--- src/rtl/ram_port_arbiter.sv ---
// Single-port RAM arbiter between the CPU memory path and the debug loader.
// Round-robin grant, registered strobes, RD_LATENCY read wait, one-cycle ack.
module ram_port_arbiter #(
  parameter int ADDR_WIDTH = 9,
  parameter int DATA_WIDTH = 32,
  parameter int RD_LATENCY = 1
) (
  input  logic                  clk,
  input  logic                  reset,
  input  logic                  cpu_req,
  input  logic                  cpu_we,
  input  logic [ADDR_WIDTH-1:0] cpu_addr,
  input  logic [DATA_WIDTH-1:0] cpu_wdata,
  output logic [DATA_WIDTH-1:0] cpu_rdata,
  output logic                  cpu_ack,
  output logic                  cpu_wait,
  input  logic                  dbg_req,
  input  logic                  dbg_we,
  input  logic [ADDR_WIDTH-1:0] dbg_addr,
  input  logic [DATA_WIDTH-1:0] dbg_wdata,
  output logic [DATA_WIDTH-1:0] dbg_rdata,
  output logic                  dbg_ack,
  input  logic                  dbg_lock,
  output logic                  ram_en,
  output logic                  ram_we,
  output logic [ADDR_WIDTH-1:0] ram_addr,
  output logic [DATA_WIDTH-1:0] ram_wdata,
  input  logic [DATA_WIDTH-1:0] ram_rdata,
  output logic                  last_grant
);

  typedef enum logic [1:0] {
    IDLE,
    ACCESS,
    WAIT,
    RESP
  } state_t;

  localparam logic [1:0] CNT_INIT = 2'(RD_LATENCY - 1);

  state_t r_state;
  state_t w_next;

  logic                  r_owner;
  logic                  r_last;
  logic [1:0]            r_cnt;
  logic                  r_ram_en;
  logic                  r_ram_we;
  logic [ADDR_WIDTH-1:0] r_ram_addr;
  logic [DATA_WIDTH-1:0] r_ram_wdata;
  logic [DATA_WIDTH-1:0] r_cpu_rdata;
  logic [DATA_WIDTH-1:0] r_dbg_rdata;

  logic w_cpu_elig;
  logic w_dbg_elig;
  logic w_grant;
  logic w_sel_dbg;

  assign w_cpu_elig = cpu_req & ~dbg_lock;
  assign w_dbg_elig = dbg_req;
  assign w_grant    = w_cpu_elig | w_dbg_elig;
  // On contention the side that did not win last time goes first
  assign w_sel_dbg  = w_dbg_elig & (~w_cpu_elig | ~r_last);

  always_ff @(posedge clk) begin
    if (reset) begin
      r_state <= IDLE;
    end else begin
      r_state <= w_next;
    end
  end

  always_comb begin
    w_next = r_state;
    unique case (r_state)
      IDLE:   if (w_grant) w_next = ACCESS;
      ACCESS: w_next = r_ram_we ? RESP : WAIT;
      WAIT:   if (r_cnt == 2'd0) w_next = RESP;
      RESP:   w_next = IDLE;
      default: w_next = IDLE;
    endcase
  end

  always_ff @(posedge clk) begin
    if (reset) begin
      r_owner     <= 1'b0;
      r_last      <= 1'b0;
      r_cnt       <= 2'd0;
      r_ram_en    <= 1'b0;
      r_ram_we    <= 1'b0;
      r_ram_addr  <= '0;
      r_ram_wdata <= '0;
      r_cpu_rdata <= '0;
      r_dbg_rdata <= '0;
    end else begin
      unique case (r_state)
        IDLE: begin
          if (w_grant) begin
            r_owner     <= w_sel_dbg;
            r_last      <= w_sel_dbg;
            r_ram_en    <= 1'b1;
            r_ram_we    <= w_sel_dbg ? dbg_we : cpu_we;
            r_ram_addr  <= w_sel_dbg ? dbg_addr : cpu_addr;
            r_ram_wdata <= w_sel_dbg ? dbg_wdata : cpu_wdata;
          end
        end
        ACCESS: begin
          r_ram_en <= 1'b0;
          r_ram_we <= 1'b0;
          r_cnt    <= CNT_INIT;
        end
        WAIT: begin
          if (r_cnt == 2'd0) begin
            if (r_owner) r_dbg_rdata <= ram_rdata;
            else         r_cpu_rdata <= ram_rdata;
          end else begin
            r_cnt <= r_cnt - 2'd1;
          end
        end
        default: ;
      endcase
    end
  end

  assign cpu_ack    = (r_state == RESP) & ~r_owner;
  assign dbg_ack    = (r_state == RESP) & r_owner;
  assign cpu_wait   = cpu_req & ~cpu_ack;
  assign cpu_rdata  = r_cpu_rdata;
  assign dbg_rdata  = r_dbg_rdata;
  assign ram_en     = r_ram_en;
  assign ram_we     = r_ram_we;
  assign ram_addr   = r_ram_addr;
  assign ram_wdata  = r_ram_wdata;
  assign last_grant = r_last;

endmodule

--- config.mk ---
export PLATFORM = sky130hd
export DESIGN_NAME = ram_port_arbiter
export DESIGN_NICKNAME = d
export VERILOG_FILES = /design/src/rtl/ram_port_arbiter.sv
export SDC_FILE = /design/constraint.sdc
export NUM_CORES = 1
export LEC_CHECK = 0
export CAP_MARGIN = 20
export CORE_MARGIN = 10
export CORE_UTILIZATION = 40
export CTS_CLUSTER_SIZE = 10
export DETAILED_ROUTE_END_ITERATION = 10
export GPL_ROUTABILITY_DRIVEN = 0
export PLACE_DENSITY = 0.81
export SYNTH_ARGS = -nofsm -noshare
export SYNTH_HDL_FRONTEND = slang
export SYNTH_SLANG_ARGS = --single-unit
--- constraint.sdc ---
create_clock -name clk -period 1.9 [get_ports clk]
set_input_delay 0.19 -clock clk [delete_from_list [all_inputs] [get_ports clk]]
set_output_delay 0.19 -clock clk [all_outputs]
set_load 0.02 [all_outputs]
==> Yosys cells after proc, flatten, opt, wreduce, memory -nomap -nowiden <==
Cells that the tools add are included.
{ "word_totals": {"output_inout_bits": 111, "ff_bits": 112, "wordCells": 50} }
{ "classes": {"bitwise_logic": 11, "mux": 13, "n_eq_ne": 6, "n_reduce_logical": 10, "n_addsub": 1} }
{ "ops": {"columns": ["op", "n"], "rows": [
  ["two-way mux 32 bit", 1],
  ["two-way mux 9 bit", 1],
  ["one-hot mux 2 bit (4 select lines)", 1],
  ["AND reduction 2 bit", 4],
  ["two-way mux 2 bit", 3],
  ["inequality test 2 bit (second input constant)", 3],
  ["AND reduction 3 bit", 2],
  ["bitwise AND 1 bit", 5],
  ["equality test 2 bit (second input constant)", 2],
  ["logical NOT 2 bit", 2],
  ["two-way mux 1 bit", 4],
  ["NOT 1 bit", 4],
  ["one-hot mux 1 bit (2 select lines)", 2],
  ["one-hot mux 2 bit (2 select lines)", 1],
  ["nonzero test 2 bit", 2],
  ["equality test 2 x 1 -> 1 bit (second input constant)", 1],
  ["bitwise OR 1 bit", 2],
  ["subtractor 2 x 1 -> 2 bit (second input constant)", 1]
]} }

==> Longest topological paths before layout <==
{ "logic_depth": {"word_depth": 8, "mapped_depth": 7, "ltp_nobuf": 6} }

==> Worst setup path after synthesis <==
OpenSTA, ideal clock, no wires.
{ "synth_path": {"path_type": "register to register", "from": "register r_state[0]", "to": "register r_state[0]", "path_buffers": 0, "stages_incl_launch_ff": 7, "arrival_ns": 1.335, "path_slack_ns": 0.470, "period_less_slack_ns": 1.430, "required_time_ns": 1.805, "cell_sequence": "dfxtp_1 inv_1 ha_1 nor2b_1 o21ba_2 o21ai_0 a221oi_1"} }
{ "synth_between": {"elab_chain_cells": 3, "word_cells_on_any_way": 8, "cone_classes": "eq/ne (5); mux (1); reduce/logical (2)"} }
{ "synth_lines": {"columns": ["item", "line_no", "rtl"], "rows": [
  ["from (decl)", "41", "state_t r_state;"],
  ["from (signal assigned)", "69", "r_state <= w_next;"],
  ["equality test 2 bit or logical NOT 2 bit (tied branches)", "75", "unique case (r_state)"],
  ["inequality test 2 bit (no source line)", null, null],
  ["AND reduction 2 bit (no source line)", null, null]
]} }
Several ways; a longest one is shown, not always the timed one.
A chain may end at the register's enable or synchronous reset.

==> Final worst setup path <==
{ "layout_path": {"from": "register r_last, in the netlist last_grant", "to": "output port last_grant"} }
{ "layout_lines": {"columns": ["item", "line_no", "rtl"], "rows": [
  ["from (decl)", "45", "logic r_last;"],
  ["from (signal assigned)", "100", "r_last <= w_sel_dbg;"],
  ["to (decl)", "29", "output logic last_grant"]
]} }
No word-level cell between the ends.

==> impl_metrics.ini <==
[cts]
cts_buffer_depth = 2
cts_buffers = 9
clkSlewWorstSetupHoldPaths_ns = 0.08
clock_sinks = 112
cts_tree = built
h-tree-depth = 3
postCtsHoldBufs = 0
clk-insertion-delay-late_ns = 0.34
postCtsSetupBuffers = 0
cts_root_buf = clkbuf_16

[yosys]
async_flop_share_pct = 0
synth_edf_count = 0
synth_cell_types = 31
ys_seq_area_share_pct = 49.9
synth_seq_cells = 112
netlist_area_um2 = 4490
yosys_most_used_dff = dfxtp_1
synth_area_per_cell_um2 = 7.97
yosysWarnings = 0
syn_nets = 691
postSynthCellCount = 564

[power]
total_power_mw = 8.65
seqPwrFrac_pct = 36.6
leakagePower_nw = 2.58
p_int_mw = 5.44
p_sw_mw = 3.21
peakVddDrop_mv = 0.654
cellPowerDensity_nw_per_um2 = 1200
switching_share_pct = 37.1
clkPwrFrac_pct = 20.5
p_comb_share_pct = 42.9

[timing]
whs_ns = 0.232
drv_slew = 0
rsz0062_at_grt = no
min_period_ns = 1.71
fmax_ghz = 0.586
period_share_pct = 89.9
setup_ws_ns = 0.192
worst_slew_pin_slew_ns = 0.414
tns_ns = 0
slew_headroom_pct = 72.4
setup_viol = 0
hold_viol = 0
fin_skew_ns = 0.00938

[final_layout]
instances_no_fill = 915
drive_gt1_share_pct = 4.65
stdcell_area_um2 = 7190
seqCellArea_um2 = 2240
area_delta_synth_final_pct = 59.9
fillCellCount = 891
final_util_pct = 65.7
layout.nets = 897
diodes = 0
multi_input_area_um2 = 1990

[setup_path]
crit_arrival_ns = 1.52
cp_cell_sequence = clkdlybuf4s50_1
critPathBufInv = 1
worst-path-stages = 1
rrSetupSlack_ns = 0.25
crit_type = flop to output pin
path_max_fanout = 9
critPathLaunchType = flop
cp_slowest_cell = clkdlybuf4s50_1
r2r_cells = 6
max_stage_delay_ns = 0.67
end_kind = output pin
reg2reg_from = r_state[0]
required_ns = 1.71
crit_family = buffers and inverters
rr_endpoint = ram_wdata[3]

[route]
vias = 4768
routed_wl_um = 15700
routedWlPerCell_um = 17.1
firstDrtPassIters = 4
drt_iter0_markers = 325
ant_nets = 0
drc_errors = 0
routed_via_density = 5.21

[floorplanning]
die_area_um2 = 15900
fp.coreArea_um2 = 10900
io_pins = 232
num_rows = 38
dieWidth_um = 126
die_h_um = 126
start_util_pct = 41.1

[global_route]
grt_util_all_layers_pct = 18.6
grt_pass1_vias = 4814
antenna_found_initial = 0
gr-total-overflow = 0
grt_max_degree = 82
grt_pass1_wl_um = 24800

[min_path]
min-delay-start = reset
min_delay_worst_endpoint = r_cnt[0]
hold_class = primary input to flop
hold_depth = 2

[flow_run]
drv_cap = 0

[placed_design]
place_area_um2 = 6910
place_inst = 899
dpl.hpwl_um = 11900
portBuffers = 231
dpl_worst_slack_ns = 0.0872

[status]
outcome = finished, final reports clean
==> cell families after synthesis <==
kind of cell               Yosys count  synth area share [%]
DFF                                112                  49.9
muxes                                3                 0.668
and+or+nand+nor                    267                  24.2
adders and majority gates            6                  1.67
AOI/OAI and AO/OA                  121                  17.6
buffers and inverters               55                  5.96
==> power groups by stage <==
stage | combinational, mW | clock, mW | sequential [mW]
after detailed placement | 3.74 | 0 | 3.21
after global placement | 3.64 | 0 | 3.19
after CTS | 3.75 | 1.81 | 3.16
final | 3.71 | 1.77 | 3.16
after floorplan | 1.53 | 0 | 3.76
after global routing | 4.04 | 1.91 | 3.22
==> flip-flops by register name, summed over array words and instances, names as in the netlist <==
| signal | count |
|---|---|
| cpu_rdata | 32 |
| dbg_rdata | 32 |
| ram_wdata | 32 |
| ram_addr | 9 |
| r_cnt | 2 |
| r_state | 2 |
| last_grant | 1 |
| ram_en | 1 |
| ram_we | 1 |
==> cells in the final DEF (no fill, tap or decap), drive strengths merged, types with 2 or more instances in the layout <==
cell	instances
nand3	42
dlygate4sd2	2
nor2b	3
a311oi	41
dfxtp	112
clkdlybuf4s50	227
nor2	47
clkinv	3
inv	9
a211oi	2
o21ai	4
mux2i	3
ha	6
clkbuf	9
nand3b	2
a21oi	66
clkinvlp	2
nand2	170
buf	13
==> Yosys cell counts (2+ instances only) <==
| cell | n | area [um^2] |
|---|---|---|
| nand2_1 | 169 | 634 |
| dfxtp_1 | 112 | 2240 |
| a21oi_1 | 66 | 330 |
| nor2_1 | 47 | 176 |
| nand3_1 | 42 | 210 |
| a311oi_1 | 41 | 359 |
| buf_2 | 22 | 110 |
| clkbuf_1 | 20 | 75.1 |
| inv_1 | 7 | 26.3 |
| ha_1 | 6 | 75.1 |
| buf_6 | 4 | 45.0 |
| o21ai_0 | 4 | 20.0 |
| mux2i_1 | 3 | 30.0 |
| nor2b_1 | 3 | 18.8 |
| a211oi_1 | 2 | 15.0 |
==> what timing repair did <==
item,in CTS,in global routing
gates resized for setup,2,1
pin swaps,0,0
endpoints found under the hold margin,0,0
endpoints found under the setup margin,2,1
==> layer usage <==
layer  wire length [um]  track usage (%)  up-vias
li1                   -                -     2334
met4                168             4.55        0
met2               7040             30.0      226
met3               2350             10.6       15
met5                  0                0        -
met1               6100             20.9     2193
==> worst max-delay path by stage <==
stage	startpoint	to	slack (ns)
after floorplan	r_state[0]	r_state[0]	0.47
after global placement	cpu_req	ram_addr[7]	0.16
after detailed placement	cpu_req	ram_wdata[16]	0.09
after CTS	r_state[1]	dbg_ack	0.03
after global routing	r_state[0]	ram_addr[7]	0.08
final	last_grant	last_grant	0.19
==> worst reg2reg max path, cell delays in order, from the launching register on <==
cell and delay [ns]:
dfxtp_1 0.33, inv_1 0.15, ha_1 0.23, o21a_2 0.18, buf_12 0.28, nor2_1 0.12, a311oi_1 0.27
==> cell type report <==
| type | count | area share, % |
|---|---|---|
| clock inverter | 7 | 0.748 |
| clock buffer | 9 | 3.13 |
| inverter | 7 | 0.366 |
| tap | 140 | 2.44 |
| timing repair buffer | 243 | 34.4 |
| sequential | 112 | 31.2 |
| multi-input combinational | 397 | 27.7 |
Note: power is estimated with default switching activity, not from simulation.
